File: src/rtl/vga_pkg.sv
// Shared display-path definitions.
//   COORD_W        : width of the hdata/vdata coordinates used by every painter
//   FCNT_W         : width of the completed-frame counter
//   DEF_*          : default 800x600@72 raster timing (50 MHz pixel clock)
//   vga_sync_t     : {hsync, vsync, de} bundle carried through the sync delay line
//   sync_idle()    : inactive value of a vga_sync_t for the given sync polarities
package vga_pkg;

  localparam int COORD_W = 12;
  localparam int FCNT_W  = 16;

  localparam int DEF_HSIZE = 800;
  localparam int DEF_HFP   = 856;
  localparam int DEF_HSP   = 976;
  localparam int DEF_HMAX  = 1040;
  localparam int DEF_VSIZE = 600;
  localparam int DEF_VFP   = 637;
  localparam int DEF_VSP   = 643;
  localparam int DEF_VMAX  = 666;

  typedef struct packed {
    logic hsync;
    logic vsync;
    logic de;
  } vga_sync_t;

  function automatic vga_sync_t sync_idle(input logic hspp, input logic vspp);
    vga_sync_t s;
    s.hsync = ~hspp;
    s.vsync = ~vspp;
    s.de    = 1'b0;
    return s;
  endfunction

endpackage

File: src/rtl/vga_timing_gen_if.sv
// Raster timing bus between the timing generator and its consumers.
//   pixel_ce    : pixel advance enable (driven by the consumer side)
//   hdata/vdata : current raster coordinate
//   hsync/vsync/data_enable : delayed sync and visible-area flag
//   line_start/frame_start  : one-clk strobes at the start of a line / frame
//   frame_count : completed-frame counter
// master = timing generator, slave = consumer.
interface vga_timing_gen_if
  import vga_pkg::*;
();

  logic               pixel_ce;
  logic [COORD_W-1:0] hdata;
  logic [COORD_W-1:0] vdata;
  logic               hsync;
  logic               vsync;
  logic               data_enable;
  logic               line_start;
  logic               frame_start;
  logic [FCNT_W-1:0]  frame_count;

  modport master (
    input  pixel_ce,
    output hdata, vdata, hsync, vsync, data_enable,
           line_start, frame_start, frame_count
  );

  modport slave (
    output pixel_ce,
    input  hdata, vdata, hsync, vsync, data_enable,
           line_start, frame_start, frame_count
  );

endinterface

File: src/rtl/vga_sync_delay.sv
// Clock-enable gated shift register for the {hsync, vsync, de} bundle, used to
// keep sync aligned with the painters' registered RGB.
//   clk, reset_n : clock and synchronous active-low reset (stages -> RST_VAL)
//   ce           : shift enable (pixel advance)
//   din / dout   : bundle in / bundle after STAGES enabled shifts
// STAGES=0 is a pure wire.
module vga_sync_delay
  import vga_pkg::*;
#(
  parameter int        STAGES  = 1,
  parameter vga_sync_t RST_VAL = '0
) (
  input  logic      clk,
  input  logic      reset_n,
  input  logic      ce,
  input  vga_sync_t din,
  output vga_sync_t dout
);

  if (STAGES == 0) begin : g_bypass
    logic unused_ctrl;
    assign unused_ctrl = ^{clk, reset_n, ce};
    assign dout = din;
  end else begin : g_shift
    vga_sync_t stage_p [STAGES];

    always_ff @(posedge clk) begin
      if (!reset_n) begin
        for (int i = 0; i < STAGES; i++) stage_p[i] <= RST_VAL;
      end else if (ce) begin
        stage_p[0] <= din;
        for (int i = 1; i < STAGES; i++) stage_p[i] <= stage_p[i-1];
      end
    end

    assign dout = stage_p[STAGES-1];
  end

endmodule

File: src/rtl/vga_timing_gen.sv
// Raster timing source. Free-running pixel/line counters advanced by
// pixel_ce produce the painter coordinates; sync and visible-area flags are
// decoded from the counters and delayed by SYNC_DELAY pixel steps.
//   clk     : system clock
//   reset_n : synchronous active-low reset (counters, strobes, delay line)
//   bus     : vga_timing_gen_if master (pixel_ce in; coordinates, sync,
//             strobes and frame_count out)
module vga_timing_gen
  import vga_pkg::*;
#(
  parameter int HSIZE      = DEF_HSIZE,
  parameter int HFP        = DEF_HFP,
  parameter int HSP        = DEF_HSP,
  parameter int HMAX       = DEF_HMAX,
  parameter int VSIZE      = DEF_VSIZE,
  parameter int VFP        = DEF_VFP,
  parameter int VSP        = DEF_VSP,
  parameter int VMAX       = DEF_VMAX,
  parameter bit HSPP       = 1'b1,
  parameter bit VSPP       = 1'b1,
  parameter int SYNC_DELAY = 1
) (
  input  logic             clk,
  input  logic             reset_n,
  vga_timing_gen_if.master bus
);

  localparam vga_sync_t SYNC_IDLE = sync_idle(HSPP, VSPP);

  if (!(HSIZE <= HFP && HFP < HSP && HSP <= HMAX && HMAX <= 4096 &&
        VSIZE <= VFP && VFP < VSP && VSP <= VMAX && VMAX <= 4096 &&
        SYNC_DELAY >= 0 && SYNC_DELAY <= 4)) begin : g_bad_params
    $error("vga_timing_gen: illegal timing parameters");
  end

  logic [COORD_W-1:0] hcnt;
  logic [COORD_W-1:0] vcnt;
  logic [FCNT_W-1:0]  fcnt;
  logic               line_q;
  logic               frame_q;
  logic               h_last;
  logic               v_last;
  vga_sync_t          sync_raw;
  vga_sync_t          sync_dly;

  assign h_last = (hcnt == COORD_W'(HMAX - 1));
  assign v_last = (vcnt == COORD_W'(VMAX - 1));

  // Counter stage: strobes are registered from the same wrap condition that
  // resets hcnt, so they line up with the first cycle of the new line/frame.
  always_ff @(posedge clk) begin
    if (!reset_n) begin
      hcnt    <= '0;
      vcnt    <= '0;
      fcnt    <= '0;
      line_q  <= 1'b0;
      frame_q <= 1'b0;
    end else begin
      line_q  <= bus.pixel_ce && h_last;
      frame_q <= bus.pixel_ce && h_last && v_last;
      if (bus.pixel_ce) begin
        if (h_last) begin
          hcnt <= '0;
          if (v_last) begin
            vcnt <= '0;
            fcnt <= fcnt + FCNT_W'(1);
          end else begin
            vcnt <= vcnt + COORD_W'(1);
          end
        end else begin
          hcnt <= hcnt + COORD_W'(1);
        end
      end
    end
  end

  // Raw decode: combinational from the current coordinate.
  always_comb begin
    sync_raw.hsync = (int'(hcnt) >= HFP && int'(hcnt) < HSP) ? HSPP : ~HSPP;
    sync_raw.vsync = (int'(vcnt) >= VFP && int'(vcnt) < VSP) ? VSPP : ~VSPP;
    sync_raw.de    = (int'(hcnt) < HSIZE) && (int'(vcnt) < VSIZE);
  end

  // Delay stage: advances with the counters so sync tracks pixel steps.
  vga_sync_delay #(
    .STAGES  (SYNC_DELAY),
    .RST_VAL (SYNC_IDLE)
  ) u_sync_delay (
    .clk     (clk),
    .reset_n (reset_n),
    .ce      (bus.pixel_ce),
    .din     (sync_raw),
    .dout    (sync_dly)
  );

  assign bus.hdata       = hcnt;
  assign bus.vdata       = vcnt;
  assign bus.hsync       = sync_dly.hsync;
  assign bus.vsync       = sync_dly.vsync;
  assign bus.data_enable = sync_dly.de;
  assign bus.line_start  = line_q;
  assign bus.frame_start = frame_q;
  assign bus.frame_count = fcnt;

endmodule

File: src/flat_wrapper.sv
// flat-port wrapper written by rule: the top's interface ports become plain ports
module vga_timing_gen_flat import vga_pkg::*;
#(
  parameter int HSIZE      = DEF_HSIZE,
  parameter int HFP        = DEF_HFP,
  parameter int HSP        = DEF_HSP,
  parameter int HMAX       = DEF_HMAX,
  parameter int VSIZE      = DEF_VSIZE,
  parameter int VFP        = DEF_VFP,
  parameter int VSP        = DEF_VSP,
  parameter int VMAX       = DEF_VMAX,
  parameter bit HSPP       = 1'b1,
  parameter bit VSPP       = 1'b1,
  parameter int SYNC_DELAY = 1
)
  (clk, reset_n, bus_pixel_ce, bus_hdata, bus_vdata, bus_hsync, bus_vsync, bus_data_enable, bus_line_start, bus_frame_start, bus_frame_count);
  vga_timing_gen_if bus_i ();
  input  logic clk;
  input  logic reset_n;
  input wire logic [$bits(bus_i.pixel_ce)-1:0] bus_pixel_ce;
  output wire logic [$bits(bus_i.hdata)-1:0] bus_hdata;
  output wire logic [$bits(bus_i.vdata)-1:0] bus_vdata;
  output wire logic [$bits(bus_i.hsync)-1:0] bus_hsync;
  output wire logic [$bits(bus_i.vsync)-1:0] bus_vsync;
  output wire logic [$bits(bus_i.data_enable)-1:0] bus_data_enable;
  output wire logic [$bits(bus_i.line_start)-1:0] bus_line_start;
  output wire logic [$bits(bus_i.frame_start)-1:0] bus_frame_start;
  output wire logic [$bits(bus_i.frame_count)-1:0] bus_frame_count;
  assign bus_i.pixel_ce = bus_pixel_ce;
  assign bus_hdata = bus_i.hdata;
  assign bus_vdata = bus_i.vdata;
  assign bus_hsync = bus_i.hsync;
  assign bus_vsync = bus_i.vsync;
  assign bus_data_enable = bus_i.data_enable;
  assign bus_line_start = bus_i.line_start;
  assign bus_frame_start = bus_i.frame_start;
  assign bus_frame_count = bus_i.frame_count;
  vga_timing_gen #(.HSIZE(HSIZE), .HFP(HFP), .HSP(HSP), .HMAX(HMAX), .VSIZE(VSIZE), .VFP(VFP), .VSP(VSP), .VMAX(VMAX), .HSPP(HSPP), .VSPP(VSPP), .SYNC_DELAY(SYNC_DELAY)) u_core (.clk(clk), .reset_n(reset_n), .bus(bus_i));
endmodule
File: config.mk
export PLATFORM = sky130hd
export DESIGN_NAME = vga_timing_gen_flat
export DESIGN_NICKNAME = d
export VERILOG_FILES = /design/src/rtl/vga_pkg.sv /design/src/rtl/vga_timing_gen_if.sv /design/src/rtl/vga_sync_delay.sv /design/src/rtl/vga_timing_gen.sv /design/src/flat_wrapper.sv
export SDC_FILE = /design/constraint.sdc
export NUM_CORES = 1
export LEC_CHECK = 0
export CAP_MARGIN = 20
export CORE_MARGIN = 8
export CORE_UTILIZATION = 32
export DETAILED_ROUTE_END_ITERATION = 10
export DONT_BUFFER_PORTS = 1
export PLACE_DENSITY = 0.55
export RECOVER_POWER = 25
export REMOVE_ABC_BUFFERS = 1
export SLEW_MARGIN = 30
export SYNTH_ARGS = -nofsm -noshare
export SYNTH_HDL_FRONTEND = slang
export SYNTH_SLANG_ARGS = --single-unit
File: constraint.sdc
create_clock -name clk -period 3.3 [get_ports clk]
set_input_delay 0.33 -clock clk [delete_from_list [all_inputs] [get_ports clk]]
set_output_delay 0.33 -clock clk [all_outputs]
set_load 0.05 [all_outputs]
Yosys cells after proc, flatten, opt, wreduce, memory -nomap -nowiden

Memories as Yosys holds them, arrays and structs flattened.
Index checks and enable logic that the tools add are counted.

Logic and storage cells: 35
Memories: 1
Bits in registers: 42
Output and inout bits: 45
Input bits: 3
Memory bits (writable): 3

Memories:

| memory                              | depth | width | rd ports | clocked after Yosys merged registers in | wr ports | RTL line             | source |
|---|---|---|---|---|---|---|---|
| u_core.u_sync_delay.g_shift.stage_p | 1     | 3     | 1        | 0                                       | 1        | vga_sync_delay.sv:25 | `vga_sync_t stage_p [STAGES];` |

Equal/unequal tests: 2
Reduce and logical (&&, ||, !) cells: 8
Add/subtract/negate cells: 3
Mux-type cells: 10
Magnitude comparators: 6

Operators by type and width:

| kind                  | count |
|---|---|
| $lt 12x10->1 const B  | 4 |
| $add 12x1->12 const B | 2 |
| $ge 12x10->1 const B  | 2 |
| $mux 12               | 2 |
| $add 16x1->16 const B | 1 |
| $eq 12x10->1 const B  | 1 |
| $eq 12x11->1 const B  | 1 |
| $mux 1                | 7 |
| $logic_and 1x1->1     | 5 |
| $mux 3                | 1 |
| $reduce_and 3->1      | 1 |
| $reduce_or 3->1       | 1 |
| $reduce_and 2->1      | 1 |

Longest topological paths before layout

Depth after elaboration: 5
Depth in mapped cells: 8
Mapped depth without buffers: 6

Modules after synthesis

A second synthesis with hierarchy kept.

Cells, all modules: 274
Area, all modules: 2397.3 um^2

Modules (own cells, without submodules):

| module         | cells each | seq. area each (um^2) | times used | area an instance (um^2) |
|---|---|---|---|---|
| vga_timing_gen | 267        | 840.8                 | 1          | 2282.2 |
| vga_sync_delay | 7          | 90.1                  | 1          | 115.1 |

Worst setup path before layout

No wires, ideal clock.

Path type: register to register
Start: register u_core.vcnt[7], in the netlist u_core.bus.vdata[7]
End: register u_core.fcnt[4], in the netlist u_core.bus.frame_count[4]
Arrival time: 2569 ps
Path buffers: 2
Setup slack: 661 ps
Setup time: 70 ps
Required time: 3230 ps
Stages on the path, launching flop included: 7
Period minus slack after synthesis: 2639 ps
Cells stage by stage: dfxtp_1 -> buf_2 -> or4b_4 -> or4_1 -> buf_2 -> or4_1 -> a21oi_1

Cells in the longest elaborated chain, start to end: 2

RTL lines:

| element                    | RTL line             | source |
|---|---|---|
| from (decl)                | vga_timing_gen.sv:37 | `logic [COORD_W-1:0] vcnt;` |
| from (signal assigned)     | vga_timing_gen.sv:68 | `vcnt <= vcnt + COORD_W'(1);` |
| $eq 12x10->1               | vga_timing_gen.sv:47 | `assign v_last = (vcnt == COORD_W'(VMAX - 1));` |
| $reduce_and 3->1 (no line) | --                   |  |
| to (signal assigned)       | vga_timing_gen.sv:66 | `fcnt <= fcnt + FCNT_W'(1);` |
| to (decl)                  | vga_timing_gen.sv:38 | `logic [FCNT_W-1:0] fcnt;` |

Every way passes these cells.
A chain may end at the register's enable or synchronous reset.

Worst setup path in the final report

Start: register u_core.vcnt[11], in the netlist u_core.bus.vdata[11]
End: register u_core.fcnt[14], in the netlist u_core.bus.frame_count[14]

The elaborated chain is that of the path after synthesis.

==> metrics.cfg <==
[final_layout]
syn_to_final_growth_pct=9.890
regArea_um2=930.9
fill_cells=773
nNetsFinal=289
post-route-util_pct=36.63
finalNonFillerCells=378
drive_gt1_share_pct=4.610
multi_input_area_um2=1232
final_cell_area_um2=2502
n_antenna_cell=0

[timing]
rsz0062_at_grt=false
fin_tns_setup_ps=0
clock-skew-final_ps=3.721
setup_slack_ps=611.2
post-route-min-period_ps=2689
tightest_slew_ps=965.7
slew_viol_final=0
final-setup-viol-count=0
fmax_mhz=371.9
final_hold_viol_count=0
slew_headroom_pct=35.62
whs_ps=179.2
fin_crit_sh_pct=81.48

[clocking]
clkSinkCount=45
cts_buffers=5
clk_pin_slew_ps=80
cts_root_buffer=clkbuf_8
cts_hold_buf=0
cts_resized=0
cts-htree-levels=2
postCtsSetupBuffers=0
cts_tree=done
insertion_delay_ps=290
cts_buffer_depth=2

[logic_synthesis]
synthCells=270
synth-edff-count=3
ys.flop_type=dfxtp_1
synthTopCellsByArea=dfxtp_1, or4_1, a21oi_1, o31ai_1, nand3_1
yosys.cell_types.count=35
syn_area_um2=2277
synth.avg_cell_area_um2=8.434
yosysTopAreaCell=dfxtp_1
synth_top_area_share_pct=36.92
ys_seq_area_share_pct=40.88
synthArstFlopShare_pct=0
ys_warn_count=0
synth-seq-cells=45

[drt]
routedWlPerCell_um=16.18
drt_wl_total_um=6116
ant_nets=0
drt_iter0_drc=90
drc=0
firstDrtPassIters=4
vias=2041
viasPerCell=5.399

[min_path]
holdPathStages=2
min_from=reset_n
hold_path.class=input port to flip-flop

[die]
die_h_um=100.4
coreArea_um2=6832
dieArea_um2=10070
num_rows=30
die_w_um=100.4
floorplan.initialDensity_pct=33.33
io_pins=48

[grt]
grt_pass1_vias=1958
top_usage_layer=met2
grt-ovfl-total=0
antenna_found_initial=0
met2_usage_pct=19.69
grt_pass1_wl_um=10290
use_met1_pct=15.67
grt_usage_pct=12.60
met3_usage_pct=4.083
grt_start_max_net_pins=41

[worst_setup_path]
arrival_ps=2910
crit-reg2reg-launch=u_core.bus.vdata[11]$_SDFFE_PN0P_
critPathLaunchType=flip-flop
cp-end-kind=flip-flop
crit_required_ps=3520
cp_max_fo=12
worst-r2r-cell-count=4
crit_start=u_core.bus.vdata[11]$_SDFFE_PN0P_
path_class=flip-flop to flip-flop

[pwr]
fin_total_pwr_mw=0.9204
powerDensity_nw_per_um2=367.8
power.static_leakage_nw=0.7356
ir_worst_vdd_mv=0.1261

[flow_run]
cap_violations=0

[place]
gp_congestion=0.8052
dp.cells=370
preCtsSetupSlack_ps=624.7
hpwl_um=4379
port_buffers=0
dpl_cell_area_um2=2494

[outcome]
status=completed

-- worst max-delay path, stage by stage (launching register included) --
cell	delay, ps
dfxtp_1	510
or4b_1	700
or4_1	740
or4_1	520
a21oi_1	150
-- layer usage --
metal / vias to the layer above / wire, um
met3: 6 / 369
met5: - / 0
met1: 966 / 2832
met4: 0 / 95
li1: 1033 / -
met2: 36 / 2819
-- power by group --
| group | internal [mW] | switching [mW] |
|---|---|---|
| Combinational | 0.00673 | 0.0223 |
| Clock | 0.151 | 0.180 |
| Sequential | 0.552 | 0.00831 |
| Total | 0.709 | 0.211 |
-- final timing paths --
kind | end | slack [ps]
worst min-delay path | u_core.bus.frame_count[13]$_SDFFE_PN0P_ | 180
worst max register to register | u_core.bus.frame_count[14]$_SDFFE_PN0P_ | 610
worst min register to register | u_core.u_sync_delay.g_shift.stage_p[0][0]$_SDFFCE_PN0P_ | 650
worst max-delay path | u_core.bus.frame_count[14]$_SDFFE_PN0P_ | 610
-- layout make-up --
| class | count | area share [%] |
|---|---|---|
| clock buffer | 8 | 3.200 |
| inverter | 8 | 1.200 |
| multi-input combinational | 197 | 49.25 |
| sequential | 45 | 37.20 |
| tap | 96 | 4.800 |
| timing repair buffer | 24 | 4.350 |
-- kinds of logic (layout without fill, tap and decap cells) --
kind of cell               after synthesis  count (layout)  share of synthesized area, %
muxes                                    3               3                         1.374
AOI/OAI and AO/OA                       63              63                         16.43
DFF                                     45              45                         40.88
buffers and inverters                   28              40                         5.000
adders and majority gates                5               5                         2.747
and+or+nand+nor                        117             117                         30.11
xor gates and xnor gates                 9               9                         3.462
-- flip-flops by register name, summed over array words and instances, names as in the netlist --
name,flops
u_core.bus.frame_count,16
u_core.bus.hdata,12
u_core.bus.vdata,12
u_core.bus.frame_start,1
u_core.u_sync_delay.g_shift.stage_p,3
u_core.bus.line_start,1
-- cell usage after synthesis, types with 5 or more instances --
library cell and count:
nor3_1 7, o21ai_0 11, nand4_1 8, xor2_1 7
nor2_1 12, nand2_1 17, dfxtp_1 42, a21oi_1 31
inv_1 8, nand3_1 18, buf_2 7, or3_1 10
or4_1 21, ha_1 5, o31ai_1 17, clkbuf_1 11
-- cells in the final DEF (no fill, tap or decap), types with 2 or more instances in the layout --
master,n
or3_1,10
nand3_1,18
ha_1,5
dfxtp_1,42
xor2_1,7
o21ai_0,11
and4_1,3
or4_1,21
xnor2_1,2
nand4_1,8
clkbuf_8,5
clkbuf_1,22
nor2b_1,2
nor4_1,3
edfxtp_1,3
o31ai_1,17
inv_1,8
and3_1,4
nor3_1,7
mux2i_1,2
a21oi_1,31
nand2_1,17
nor2_1,12
nand2b_1,4
buf_4,5
or4b_1,4
(Power assumes the default switching activity.)
